==> src/rtl/flash_erase_ctrl_if.sv <==
// Bus bundle for the SPI NOR erase sequencer: request handshake plus flash pins.
// Latency: none (wires only).
// Backpressure: none; start is only honoured while the sequencer is idle.
//
// Signals:
//   start, mode, addr : erase request (mode 0 = bulk, 1 = sector)
//   busy, done        : sequence status
//   sck, cs_n, mosi   : SPI mode 0 outputs to the flash
//   miso              : SPI data from the flash (status polling only)
// Modports: master = the sequencer, slave = requester/flash side.
interface flash_erase_ctrl_if #(
  parameter int ADDR_W = 24
);
  logic              start;
  logic              mode;
  logic [ADDR_W-1:0] addr;
  logic              busy;
  logic              done;
  logic              sck;
  logic              cs_n;
  logic              mosi;
  logic              miso;

  modport master (
    input  start, mode, addr, miso,
    output busy, done, sck, cs_n, mosi
  );

  modport slave (
    output start, mode, addr, miso,
    input  busy, done, sck, cs_n, mosi
  );
endinterface

==> src/rtl/flash_erase_ctrl.sv <==
// SPI NOR erase sequencer: WREN (0x06) then bulk (0xC7) or sector (0xD8+addr) erase.
// Latency: busy the cycle after start; done after all frames and cs_n gaps complete.
// Backpressure: start is sampled only in IDLE; requests while busy or in DONE are dropped.
//
// Ports: sys_clk, sys_rst_n (async active-low), bus (flash_erase_ctrl_if.master):
//   start/mode/addr request, busy/done status, sck/cs_n/mosi/miso SPI mode 0.
// Optional macro STATUS_POLL_EN: after the erase frame, poll the status register
//   (0x05) until WIP=0, then a final cs_n gap before done.
module flash_erase_ctrl #(
  parameter int CLK_DIV = 2,   // sys_clk cycles per sck half-period, >= 2
  parameter int CS_GAP  = 32,  // sys_clk cycles of cs_n high between frames, >= 1
  parameter int ADDR_W  = 24   // sector address width, multiple of 8, 8..32
) (
  input logic               sys_clk,
  input logic               sys_rst_n,
  flash_erase_ctrl_if.master bus
);

  localparam int SH_W  = 8 + ADDR_W;
  localparam int DIV_W = $clog2(CLK_DIV + 1);
  localparam int GAP_W = $clog2(CS_GAP + 1);

  localparam logic [DIV_W-1:0] DIV_LAST  = DIV_W'(CLK_DIV - 1);
  localparam logic [GAP_W-1:0] GAP_LAST  = GAP_W'(CS_GAP - 1);
  localparam logic [5:0]       OP_LAST   = 6'd7;
  localparam logic [5:0]       SECT_LAST = 6'(SH_W - 1);
`ifdef STATUS_POLL_EN
  localparam logic [5:0]       POLL_LAST = 6'd15;  // last bit of a status byte
  localparam logic [5:0]       POLL_WRAP = 6'd8;   // first bit of the next status byte
`endif

  typedef enum logic [2:0] {
    S_IDLE  = 3'd0,
    S_WREN  = 3'd1,
    S_GAP1  = 3'd2,
    S_ERASE = 3'd3,
    S_GAP2  = 3'd4,
`ifdef STATUS_POLL_EN
    S_POLL  = 3'd5,
    S_GAP3  = 3'd6,
`endif
    S_DONE  = 3'd7
  } state_t;

  state_t            state;
  logic              mode_q;
  logic [ADDR_W-1:0] addr_q;
  logic [SH_W-1:0]   shreg;    // current bit is always shreg[SH_W-1]
  logic [5:0]        bit_cnt;
  logic [DIV_W-1:0]  div_cnt;
  logic [GAP_W-1:0]  gap_cnt;
  logic              tail;     // post-last-fall hold before cs_n rises
  logic              sck_q;
  logic              cs_n_q;
  logic              mosi_q;
  logic              busy_q;
  logic              done_q;
`ifdef STATUS_POLL_EN
  logic [7:0]        stat_q;   // status byte shifted in on sck rising edges
`endif

  logic   in_frame;
  logic   in_gap;
  logic   last_bit;
  state_t next_gap;

  always_comb begin
    in_frame = (state == S_WREN) || (state == S_ERASE);
    in_gap   = (state == S_GAP1) || (state == S_GAP2);
    last_bit = 1'b0;
    next_gap = S_GAP1;
`ifdef STATUS_POLL_EN
    if (state == S_POLL) in_frame = 1'b1;
    if (state == S_GAP3) in_gap   = 1'b1;
`endif
    case (state)
      S_WREN: begin
        last_bit = (bit_cnt == OP_LAST);
        next_gap = S_GAP1;
      end
      S_ERASE: begin
        last_bit = (bit_cnt == (mode_q ? SECT_LAST : OP_LAST));
        next_gap = S_GAP2;
      end
`ifdef STATUS_POLL_EN
      // Only a completed status byte with WIP clear may end the poll frame.
      S_POLL: begin
        last_bit = (bit_cnt == POLL_LAST) && !stat_q[0];
        next_gap = S_GAP3;
      end
`endif
      default: begin
        last_bit = 1'b0;
        next_gap = S_GAP1;
      end
    endcase
  end

  always_ff @(posedge sys_clk or negedge sys_rst_n) begin
    if (!sys_rst_n) begin
      state   <= S_IDLE;
      mode_q  <= 1'b0;
      addr_q  <= '0;
      shreg   <= '0;
      bit_cnt <= '0;
      div_cnt <= '0;
      gap_cnt <= '0;
      tail    <= 1'b0;
      sck_q   <= 1'b0;
      cs_n_q  <= 1'b1;
      mosi_q  <= 1'b0;
      busy_q  <= 1'b0;
      done_q  <= 1'b0;
`ifdef STATUS_POLL_EN
      stat_q  <= '0;
`endif
    end else if (in_frame) begin
      if (div_cnt != DIV_LAST) begin
        div_cnt <= div_cnt + 1'b1;
      end else if (!tail) begin
        div_cnt <= '0;
        if (!sck_q) begin
          sck_q <= 1'b1;
`ifdef STATUS_POLL_EN
          if (state == S_POLL) stat_q <= {stat_q[6:0], bus.miso};
`endif
        end else begin
          sck_q <= 1'b0;
          if (last_bit) begin
            tail <= 1'b1;
          end else begin
            // Next bit goes out on the falling edge; zeros shift in, so
            // mosi stays low once the opcode/address has been sent.
            shreg  <= shreg << 1;
            mosi_q <= shreg[SH_W-2];
`ifdef STATUS_POLL_EN
            if (state == S_POLL && bit_cnt == POLL_LAST) bit_cnt <= POLL_WRAP;
            else                                         bit_cnt <= bit_cnt + 6'd1;
`else
            bit_cnt <= bit_cnt + 6'd1;
`endif
          end
        end
      end else begin
        div_cnt <= '0;
        tail    <= 1'b0;
        bit_cnt <= '0;
        cs_n_q  <= 1'b1;
        mosi_q  <= 1'b0;
        state   <= next_gap;
      end
    end else if (in_gap) begin
      if (gap_cnt != GAP_LAST) begin
        gap_cnt <= gap_cnt + 1'b1;
      end else begin
        gap_cnt <= '0;
        if (state == S_GAP1) begin
          state  <= S_ERASE;
          cs_n_q <= 1'b0;
          mosi_q <= 1'b1;  // bit 7 of both 0xC7 and 0xD8
          shreg  <= mode_q ? {8'hD8, addr_q} : {8'hC7, {ADDR_W{1'b0}}};
`ifdef STATUS_POLL_EN
        end else if (state == S_GAP2) begin
          state  <= S_POLL;
          cs_n_q <= 1'b0;
          mosi_q <= 1'b0;  // bit 7 of 0x05
          shreg  <= {8'h05, {ADDR_W{1'b0}}};
`endif
        end else begin
          state  <= S_DONE;
          done_q <= 1'b1;
          busy_q <= 1'b0;
        end
      end
    end else begin
      case (state)
        S_IDLE: begin
          if (bus.start) begin
            mode_q <= bus.mode;
            addr_q <= bus.addr;
            busy_q <= 1'b1;
            state  <= S_WREN;
            cs_n_q <= 1'b0;
            mosi_q <= 1'b0;  // bit 7 of 0x06
            shreg  <= {8'h06, {ADDR_W{1'b0}}};
          end
        end
        S_DONE: begin
          done_q <= 1'b0;
          state  <= S_IDLE;
        end
        default: state <= S_IDLE;
      endcase
    end
  end

  assign bus.sck  = sck_q;
  assign bus.cs_n = cs_n_q;
  assign bus.mosi = mosi_q;
  assign bus.busy = busy_q;
  assign bus.done = done_q;

endmodule

==> src/flat_wrapper.sv <==
// flat-port wrapper written by rule: the top's interface ports become plain ports
module flash_erase_ctrl_flat 
#(
  parameter int CLK_DIV = 2,                                              
  parameter int CS_GAP  = 32,                                                     
  parameter int ADDR_W  = 24                                                
)
  (sys_clk, sys_rst_n, bus_start, bus_mode, bus_addr, bus_miso, bus_busy, bus_done, bus_sck, bus_cs_n, bus_mosi);
  flash_erase_ctrl_if #(.ADDR_W(ADDR_W)) bus_i ();
  input logic sys_clk;
  input logic sys_rst_n;
  input wire logic [$bits(bus_i.start)-1:0] bus_start;
  input wire logic [$bits(bus_i.mode)-1:0] bus_mode;
  input wire logic [$bits(bus_i.addr)-1:0] bus_addr;
  input wire logic [$bits(bus_i.miso)-1:0] bus_miso;
  output wire logic [$bits(bus_i.busy)-1:0] bus_busy;
  output wire logic [$bits(bus_i.done)-1:0] bus_done;
  output wire logic [$bits(bus_i.sck)-1:0] bus_sck;
  output wire logic [$bits(bus_i.cs_n)-1:0] bus_cs_n;
  output wire logic [$bits(bus_i.mosi)-1:0] bus_mosi;
  assign bus_i.start = bus_start;
  assign bus_i.mode = bus_mode;
  assign bus_i.addr = bus_addr;
  assign bus_i.miso = bus_miso;
  assign bus_busy = bus_i.busy;
  assign bus_done = bus_i.done;
  assign bus_sck = bus_i.sck;
  assign bus_cs_n = bus_i.cs_n;
  assign bus_mosi = bus_i.mosi;
  flash_erase_ctrl #(.CLK_DIV(CLK_DIV), .CS_GAP(CS_GAP), .ADDR_W(ADDR_W)) u_core (.sys_clk(sys_clk), .sys_rst_n(sys_rst_n), .bus(bus_i));
endmodule
==> config.mk <==
export PLATFORM = sky130hd
export DESIGN_NAME = flash_erase_ctrl_flat
export DESIGN_NICKNAME = d
export VERILOG_FILES = /design/src/rtl/flash_erase_ctrl_if.sv /design/src/rtl/flash_erase_ctrl.sv /design/src/flat_wrapper.sv
export SDC_FILE = /design/constraint.sdc
export NUM_CORES = 1
export LEC_CHECK = 0
export ABC_CLOCK_PERIOD_IN_PS = 6100
export CELL_PAD_IN_SITES_DETAIL_PLACEMENT = 1
export CELL_PAD_IN_SITES_GLOBAL_PLACEMENT = 2
export CORE_MARGIN = 8
export CORE_UTILIZATION = 43
export CTS_BUF_LIST = sky130_fd_sc_hd__clkbuf_8
export CTS_CLUSTER_SIZE = 30
export DETAILED_ROUTE_END_ITERATION = 8
export PLACE_DENSITY = 0.95
export SETUP_SLACK_MARGIN = 0.02
export SLEW_MARGIN = 20
export SYNTH_ARGS = -nofsm -noshare
export SYNTH_HDL_FRONTEND = slang
export SYNTH_SLANG_ARGS = --single-unit
==> constraint.sdc <==
create_clock -name sys_clk -period 6.1 [get_ports sys_clk]
set_input_delay 1.83 -clock sys_clk [delete_from_list [all_inputs] [get_ports sys_clk]]
set_output_delay 1.83 -clock sys_clk [all_outputs]
set_load 0.005 [all_outputs]
==> flow_metrics.py, run 1 <==
metrics = {
    "global_routing": {
        "grt_pass1_wl_um": 16200,
        "number_of_global_route_vias_before_repair": 3239,
        "grt_util_all_layers": 0.153,
        "grt_max_degree": 80,
        "globalRoute.totalOverflow": 0,
        "antenna_found_initial": 0,
    },
    "timing": {
        "layout_worst_path_cycle_share": 0.624,
        "timing.final.max_slew_violations": 0,
        "clock_skew_ps": 12.5,
        "worst_case_headroom_to_the_max_slew_limit": 0.274,
        "maximum_clock_frequency_mhz": 263,
        "finalSetupViolCount": 0,
        "worst_pin_slew_ps": 1090,
        "rsz0062_at_grt": "no",
        "finalHoldViolCount": 0,
        "fin_tns_setup_ps": 0,
        "post-route-min-period_ps": 3810,
    },
    "power": {
        "clockPowerShare": 0.242,
        "share_seq_of_total_power": 0.445,
        "power.leakage_nw": 1.95,
        "power_switching_share": 0.334,
        "p_switching_uw": 643,
        "p_int_mw": 1.28,
        "p_per_area_mw_per_mm2": 410,
        "power.combinational.fraction": 0.313,
        "irDropWorstVdd_mv": 0.183,
    },
    "floorplan": {
        "core_region_area_sq_mm": 0.00928,
        "die_y_um": 114,
        "starting_density_of_the_core": 0.445,
        "rows": 35,
        "dieArea_sq_mm": 0.0130,
        "die_width_um": 114,
        "top_level_i_o_count": 34,
    },
    "clock_network": {
        "clock_sink_count": 79,
        "cts_buffer_depth": 2,
        "cts_max_level": 3,
        "post_cts_resized": 0,
        "cts_inserted_buffers": 9,
        "worstSkewPairLatency_ps": 350,
        "clock-root-buffer": "sky130_fd_sc_hd__clkbuf_8",
        "tritoncts": "built",
        "worst_setup_hold_path_clk_slew_ps": 90,
        "hold_buffers": 0,
        "cts_setup_buffers": 0,
    },
    "routing": {
        "vias_per_cell": 5.65,
        "drt_first_pass_iters": 4,
        "wire_per_inst_um": 17.1,
        "drcViolationCount": 0,
        "detailroute.via_count": 3051,
        "postRouteAntennaNets": 0,
        "drt_first_iter_violations": 109,
        "wl_um": 9230,
    },
    "critical_path": {
        "cp_max_stage_cell": "sky130_fd_sc_hd__or2_2",
        "timing.reg2reg.setup_slack_ps": 2330,
        "critPathBufInv": 1,
        "gate_family_responsible_for_the_most_delay_along_the_worst_path": "simple AND/OR/NAND/NOR gates",
        "critical_path.cell_chain": "clkdlybuf4s50_1 -> nor3_1 -> a211oi_2 -> o31ai_2 -> or2_2 -> mux2_1",
        "r2r_end": "u_core.shreg[13]",
        "critPathRequiredTime_ps": 6330,
        "critPathLaunch": "bus_start",
        "critical_setup_path_kind": "input pin to register",
        "setup.worst_path.start_class": "input pin",
        "r2r_cell_count": 5,
        "cp-end-kind": "register",
        "r2r-start": "u_core.state[0]",
        "critical_path.max_fanout": 31,
        "timing.critical_path.arrival_ps": 4040,
        "slowest_delay_ps": 870,
    },
    "hold_path": {
        "worst_hold_path_type": "register to register",
        "hold_depth": 1,
        "holdPathEnd": "u_core.gap_cnt[4]",
        "hold_path.startpoint": "u_core.gap_cnt[4]",
    },
    "finish": {
        "most-common-layout-cells": "sky130_fd_sc_hd__dfrtp_1 (77), sky130_fd_sc_hd__nand2_1 (46), sky130_fd_sc_hd__o21ai_0 (38)",
        "layout-drive-gt1-share": 0.168,
        "final_nets": 437,
        "area_growth_syn_to_layout_pct": 13.8,
        "num-fill-cells": 1047,
        "summed_area_of_non_filler_cells_in_the_final_layout_sq_mm": 0.00470,
        "layout_commonest_cell": "sky130_fd_sc_hd__dfrtp_1",
        "antenna_cells": 0,
    },
    "synth": {
        "number_of_synthesized_register_bits": 79,
        "number_of_flops_mapped_to_enable_cells_by_yosys": 0,
        "synth_seq_area_share": 0.479,
        "netlist-cell-type-count": 53,
        "syn-cell-area_sq_mm": 0.00413,
        "syn_nets": 425,
        "syn-mean-instance-area_sq_um": 10.5,
        "synth_top_flop_cell": "sky130_fd_sc_hd__dfrtp_1",
        "yosys_warnings": 0,
        "postSynth.asyncResetShare": 1.00,
        "netlist_instances": 394,
    },
    "placement": {
        "portBuffers": 32,
        "area_after_detailed_placement_sq_mm": 0.00446,
        "routabilityCongestion": 0.744,
        "hpwl_um": 5760,
    },
    "job": {
        "cap_violations": 0,
    },
    "outcome": {
        "run_status": "complete, no violations",
    },
}
Yosys cell counts, types with 3 or more instances:
| master | number | area [sq um] |
|---|---|---|
| sky130_fd_sc_hd__clkbuf_1 | 19 | 71.3 |
| sky130_fd_sc_hd__o22ai_1 | 3 | 18.8 |
| sky130_fd_sc_hd__dfrtp_1 | 78 | 1950 |
| sky130_fd_sc_hd__inv_1 | 4 | 15.0 |
| sky130_fd_sc_hd__mux2_4 | 23 | 345 |
| sky130_fd_sc_hd__nor3b_1 | 24 | 180 |
| sky130_fd_sc_hd__o31ai_1 | 3 | 22.5 |
| sky130_fd_sc_hd__mux2_2 | 21 | 236 |
| sky130_fd_sc_hd__nor2b_1 | 5 | 31.3 |
| sky130_fd_sc_hd__o21ai_1 | 5 | 25.0 |
| sky130_fd_sc_hd__xnor2_1 | 4 | 35.0 |
| sky130_fd_sc_hd__nand4_1 | 4 | 25.0 |
| sky130_fd_sc_hd__nand3_1 | 5 | 25.0 |
| sky130_fd_sc_hd__nand2b_1 | 4 | 25.0 |
| sky130_fd_sc_hd__and2_1 | 3 | 18.8 |
| sky130_fd_sc_hd__and3_1 | 3 | 18.8 |
| sky130_fd_sc_hd__nor2_1 | 11 | 41.3 |
| sky130_fd_sc_hd__buf_6 | 4 | 45.0 |
| sky130_fd_sc_hd__o21ai_0 | 38 | 190 |
| sky130_fd_sc_hd__nor4_1 | 4 | 25.0 |
| sky130_fd_sc_hd__a21oi_1 | 34 | 170 |
| sky130_fd_sc_hd__buf_2 | 7 | 35.0 |
| sky130_fd_sc_hd__mux2_1 | 6 | 67.6 |
| sky130_fd_sc_hd__nand2_1 | 46 | 173 |
| sky130_fd_sc_hd__mux2i_1 | 3 | 30.0 |
per-layer routing:
layer,wire length (um),GRT usage,part of all wire
met2,4590,0.250,0.50
met1,4280,0.197,0.46
met5,0,0,0
met3,224,0.0269,0.024
met4,131,0.0568,0.014
area by class of cell:
class | count | area, sq um | share of cell area
Clock buffer | 9 | 124 | 0.0263
Clock inverter | 7 | 114 | 0.0242
Inverter | 4 | 15.0 | 0.00319
Multi-Input combinational cell | 278 | 1970 | 0.419
Sequential cell | 79 | 1980 | 0.421
Tap cell | 129 | 161 | 0.0343
Timing Repair Buffer | 34 | 337 | 0.0716
cell families after synthesis:
group                    after synthesis  synth area share
AND/OR/NAND/NOR                      118             0.155
adder cells (fa/ha/maj)                2           0.00606
XOR/XNOR                               5            0.0106
AO/OA/AOI/OAI                        100             0.141
flip-flops                            79             0.479
buffers and inverters                 37            0.0439
multiplexers                          53             0.164
flip-flops by register name, summed over array words and instances, names as in the netlist:
name and cells:
u_core.mode_q 1, u_core.state 3, u_core.gap_cnt 6, u_core.bus.cs_n 1
u_core.bus.mosi 1, u_core.div_cnt 2, u_core.addr_q 24, u_core.bit_cnt 6
u_core.bus.done 1, u_core.tail 1, u_core.shreg 31, u_core.bus.busy 1
u_core.bus.sck 1
how the worst max path moves through the flow:
stage	slack [ps]	to	depth (start not counted)
2_1_floorplan	2960	u_core.shreg[14]	7
6_report	2290	u_core.shreg[13]	6
3_3_place_gp	1920	u_core.shreg[13]	6
5_1_grt	2090	u_core.shreg[13]	5
3_5_place_dp	1930	u_core.shreg[13]	6
4_1_cts	2250	u_core.shreg[13]	6
metrics by stage:
stage | setup WS (ps) | total power, mW | cells | util | hold slack, ps
after floorplan | 2960 | 1.34 | 394 | - | 445
after global placement | 1920 | 1.44 | 524 | 0.480 | 465
after detailed placement | 1930 | 1.47 | 524 | 0.480 | 473
after CTS | 2250 | 1.95 | 540 | 0.506 | 487
after global routing | 2090 | 2.05 | 540 | 0.506 | 515
final | 2290 | 1.93 | 540 | 0.506 | 481
power by group through the flow:
stage / logic, mW / registers [mW] / clock network (mW)
final: 0.602 / 0.858 / 0.466
after global routing: 0.670 / 0.886 / 0.494
after detailed placement: 0.610 / 0.863 / 0
after CTS: 0.616 / 0.856 / 0.475
after global placement: 0.588 / 0.853 / 0
after floorplan: 0.556 / 0.784 / 0
Power figures use the tool's default switching activity.
==> run 2: changes to the inputs <==
Settings changed: ABC_CLOCK_PERIOD_IN_PS 6100 to 3200, CORE_UTILIZATION 43 to 36, PLACE_DENSITY 0.95 to 0.88.
Clock period 6.1 ns to 3.2 ns, I/O delays scaled along.
==> run 2 against run 1 <==
Non-clock buffer count increased by 11. First-iteration DRC count up 10%. Flip-flop and latch count unchanged. Clock power is 77% higher. Hold slack worse by 6.4 ps. Clock skew shrank 1.2 ps. Combinational power rose by 100%. Die area grew 17%. Count of clock-buffer cells in the layout unchanged.
==> flow_metrics.py, run 2 (synthesis results as in run 1) <==
metrics = {
    "power": {
        "power_mw": 3.69,
        "p_per_area_mw_per_mm2": 768,
        "share_seq_of_total_power": 0.443,
        "clockPowerShare": 0.224,
        "p_switching_mw": 1.26,
        "p_int_mw": 2.44,
        "power.combinational.fraction": 0.334,
        "irDropWorstVdd_mv": 0.321,
        "power.leakage_nw": 2.00,
        "power_switching_share": 0.340,
    },
    "floorplan": {
        "rows": 39,
        "starting_density_of_the_core": 0.365,
        "die_y_um": 123,
        "die_width_um": 123,
        "dieArea_sq_mm": 0.0152,
        "top_level_i_o_count": 34,
        "core_region_area_sq_mm": 0.0113,
    },
    "finish": {
        "layout.core_utilization": 0.425,
        "finish.cell_count_without_fillers": 565,
        "most-common-layout-cells": "sky130_fd_sc_hd__dfrtp_1 (77), sky130_fd_sc_hd__nand2_1 (46), sky130_fd_sc_hd__o21ai_0 (38)",
        "layout-drive-gt1-share": 0.194,
        "area_growth_syn_to_layout_pct": 16.4,
        "largest_register_ff_count": 31,
        "layout_commonest_cell": "sky130_fd_sc_hd__dfrtp_1",
        "num-fill-cells": 1253,
        "summed_area_of_non_filler_cells_in_the_final_layout_sq_mm": 0.00481,
        "largest-register": "u_core.shreg",
        "final_nets": 448,
        "layout_top_registers": "u_core.shreg (31), u_core.addr_q (24)",
        "antenna_cells": 0,
    },
    "clock_network": {
        "worstSkewPairLatency_ps": 350,
        "cts_setup_buffers": 0,
        "tritoncts": "built",
        "cts_buffer_depth": 2,
        "clock-root-buffer": "sky130_fd_sc_hd__clkbuf_8",
        "clock_sink_count": 79,
        "hold_buffers": 0,
        "cts_max_level": 3,
        "cts_inserted_buffers": 9,
        "post_cts_resized": 0,
        "worst_setup_hold_path_clk_slew_ps": 80,
    },
    "placement": {
        "portBuffers": 32,
        "pre_cts_ws_ps": 335,
        "routabilityCongestion": 0.778,
        "dp_cells": 549,
        "hpwl_um": 6080,
        "area_after_detailed_placement_sq_mm": 0.00459,
    },
    "critical_path": {
        "r2r_cell_count": 7,
        "critical_path.cell_chain": "nand2b_1 -> a2111oi_2 -> nor4_1 -> buf_4 -> or2_2 -> buf_12 -> mux2_1",
        "timing.critical_path.arrival_ps": 2780,
        "slowest_delay_ps": 650,
        "cp-end-kind": "register",
        "critPathBufInv": 2,
        "critical_path.max_fanout": 31,
        "gate_family_responsible_for_the_most_delay_along_the_worst_path": "simple AND/OR/NAND/NOR gates",
        "critical_setup_path_kind": "register to register",
        "critPathRequiredTime_ps": 3430,
        "setup.worst_path.start_class": "register",
        "path_depth": 7,
        "cp_max_stage_cell": "sky130_fd_sc_hd__dfrtp_2",
    },
    "global_routing": {
        "antenna_found_initial": 0,
        "globalRoute.totalOverflow": 0,
        "global_route.usage.met2": 0.214,
        "number_of_global_route_vias_before_repair": 3304,
        "grt_util_all_layers": 0.128,
        "grt_pass1_wl_um": 15800,
        "grt_max_degree": 48,
        "grt_util_met1": 0.163,
        "busiest_layer": "met2",
        "groute.layer.met3.usage": 0.0260,
    },
    "timing": {
        "maximum_clock_frequency_mhz": 392,
        "finalSetupViolCount": 0,
        "worst_case_headroom_to_the_max_slew_limit": 0.574,
        "hold_slack_ps": 475,
        "fin_tns_setup_ps": 0,
        "layout_worst_path_cycle_share": 0.797,
        "clock_skew_ps": 11.3,
        "post-route-min-period_ps": 2550,
        "timing.final.ws_setup_ps": 650,
        "finalHoldViolCount": 0,
        "worst_pin_slew_ps": 639,
        "rsz0062_at_grt": "no",
        "timing.final.max_slew_violations": 0,
    },
    "hold_path": {
        "hold_depth": 1,
        "worst_hold_path_type": "register to register",
    },
    "outcome": {
        "run_status": "complete, no violations",
    },
    "routing": {
        "wl_um": 9120,
        "wire_per_inst_um": 16.1,
        "detailroute.via_count": 3018,
        "drt_first_pass_iters": 4,
        "drcViolationCount": 0,
        "postRouteAntennaNets": 0,
        "vias_per_cell": 5.34,
        "drt_first_iter_violations": 120,
    },
    "job": {
        "cap_violations": 0,
    },
}
## run 2: cell count changes in the layout (fill, tap and decap cells not counted)
| cell | delta |
|---|---|
| sky130_fd_sc_hd__buf_12 | +2 |
| sky130_fd_sc_hd__clkinv_4 | +1 |
| sky130_fd_sc_hd__clkinvlp_4 | +1 |
| sky130_fd_sc_hd__buf_4 | +10 |
| sky130_fd_sc_hd__bufinv_16 | -1 |
| sky130_fd_sc_hd__clkinv_2 | +1 |
| sky130_fd_sc_hd__buf_6 | -1 |
| sky130_fd_sc_hd__inv_1 | -2 |
## run 2: routing by layer
layer	up-vias	wire length, um
met5	-	0
met4	0	88
met3	9	194
met2	30	4450
met1	1534	4390
li1	1445	-
## run 2: path summary, 6_finish.rpt
| path | slack (ps) | from | end |
|---|---|---|---|
| setup / recovery | 650 | u_core.state[0] | u_core.shreg[13] |
| hold / removal | 470 | u_core.gap_cnt[4] | u_core.gap_cnt[4] |
| setup reg to reg | 650 | u_core.state[0] | u_core.shreg[13] |
| hold reg to reg | 470 | u_core.gap_cnt[4] | u_core.gap_cnt[4] |
| max in group asynchronous | 1980 | sys_rst_n | u_core.addr_q[8] |
| min in group asynchronous | 630 | sys_rst_n | u_core.shreg[19] |
## run 2: worst register-to-register path: cells and delay by family, from the launching register on
kind,cells,cell delay [ps]
AO/OA/AOI/OAI,1,390
flip-flops,1,650
AND/OR/NAND/NOR,3,700
buffers and inverters,2,350
multiplexers,1,350
## run 2: final cells by class
cell class / count / area, sq um / share of cell area
sequential: 79 / 1980 / 0.412
multi-input combinational: 278 / 1970 / 0.410
clock buffer: 9 / 124 / 0.0258
tap: 143 / 179 / 0.0372
clock inverter: 7 / 97.6 / 0.0203
timing repair buffer: 45 / 440 / 0.0916
inverter: 4 / 15.0 / 0.00312
## run 2: power groups by stage
stage	Clock, mW	Combinational, mW	Sequential (mW)
finish	0.826	1.23	1.64
global route	0.885	1.37	1.68
CTS	0.847	1.26	1.63
detailed placement	0	1.26	1.65
global placement	0	1.20	1.63
floorplan	0	1.06	1.49
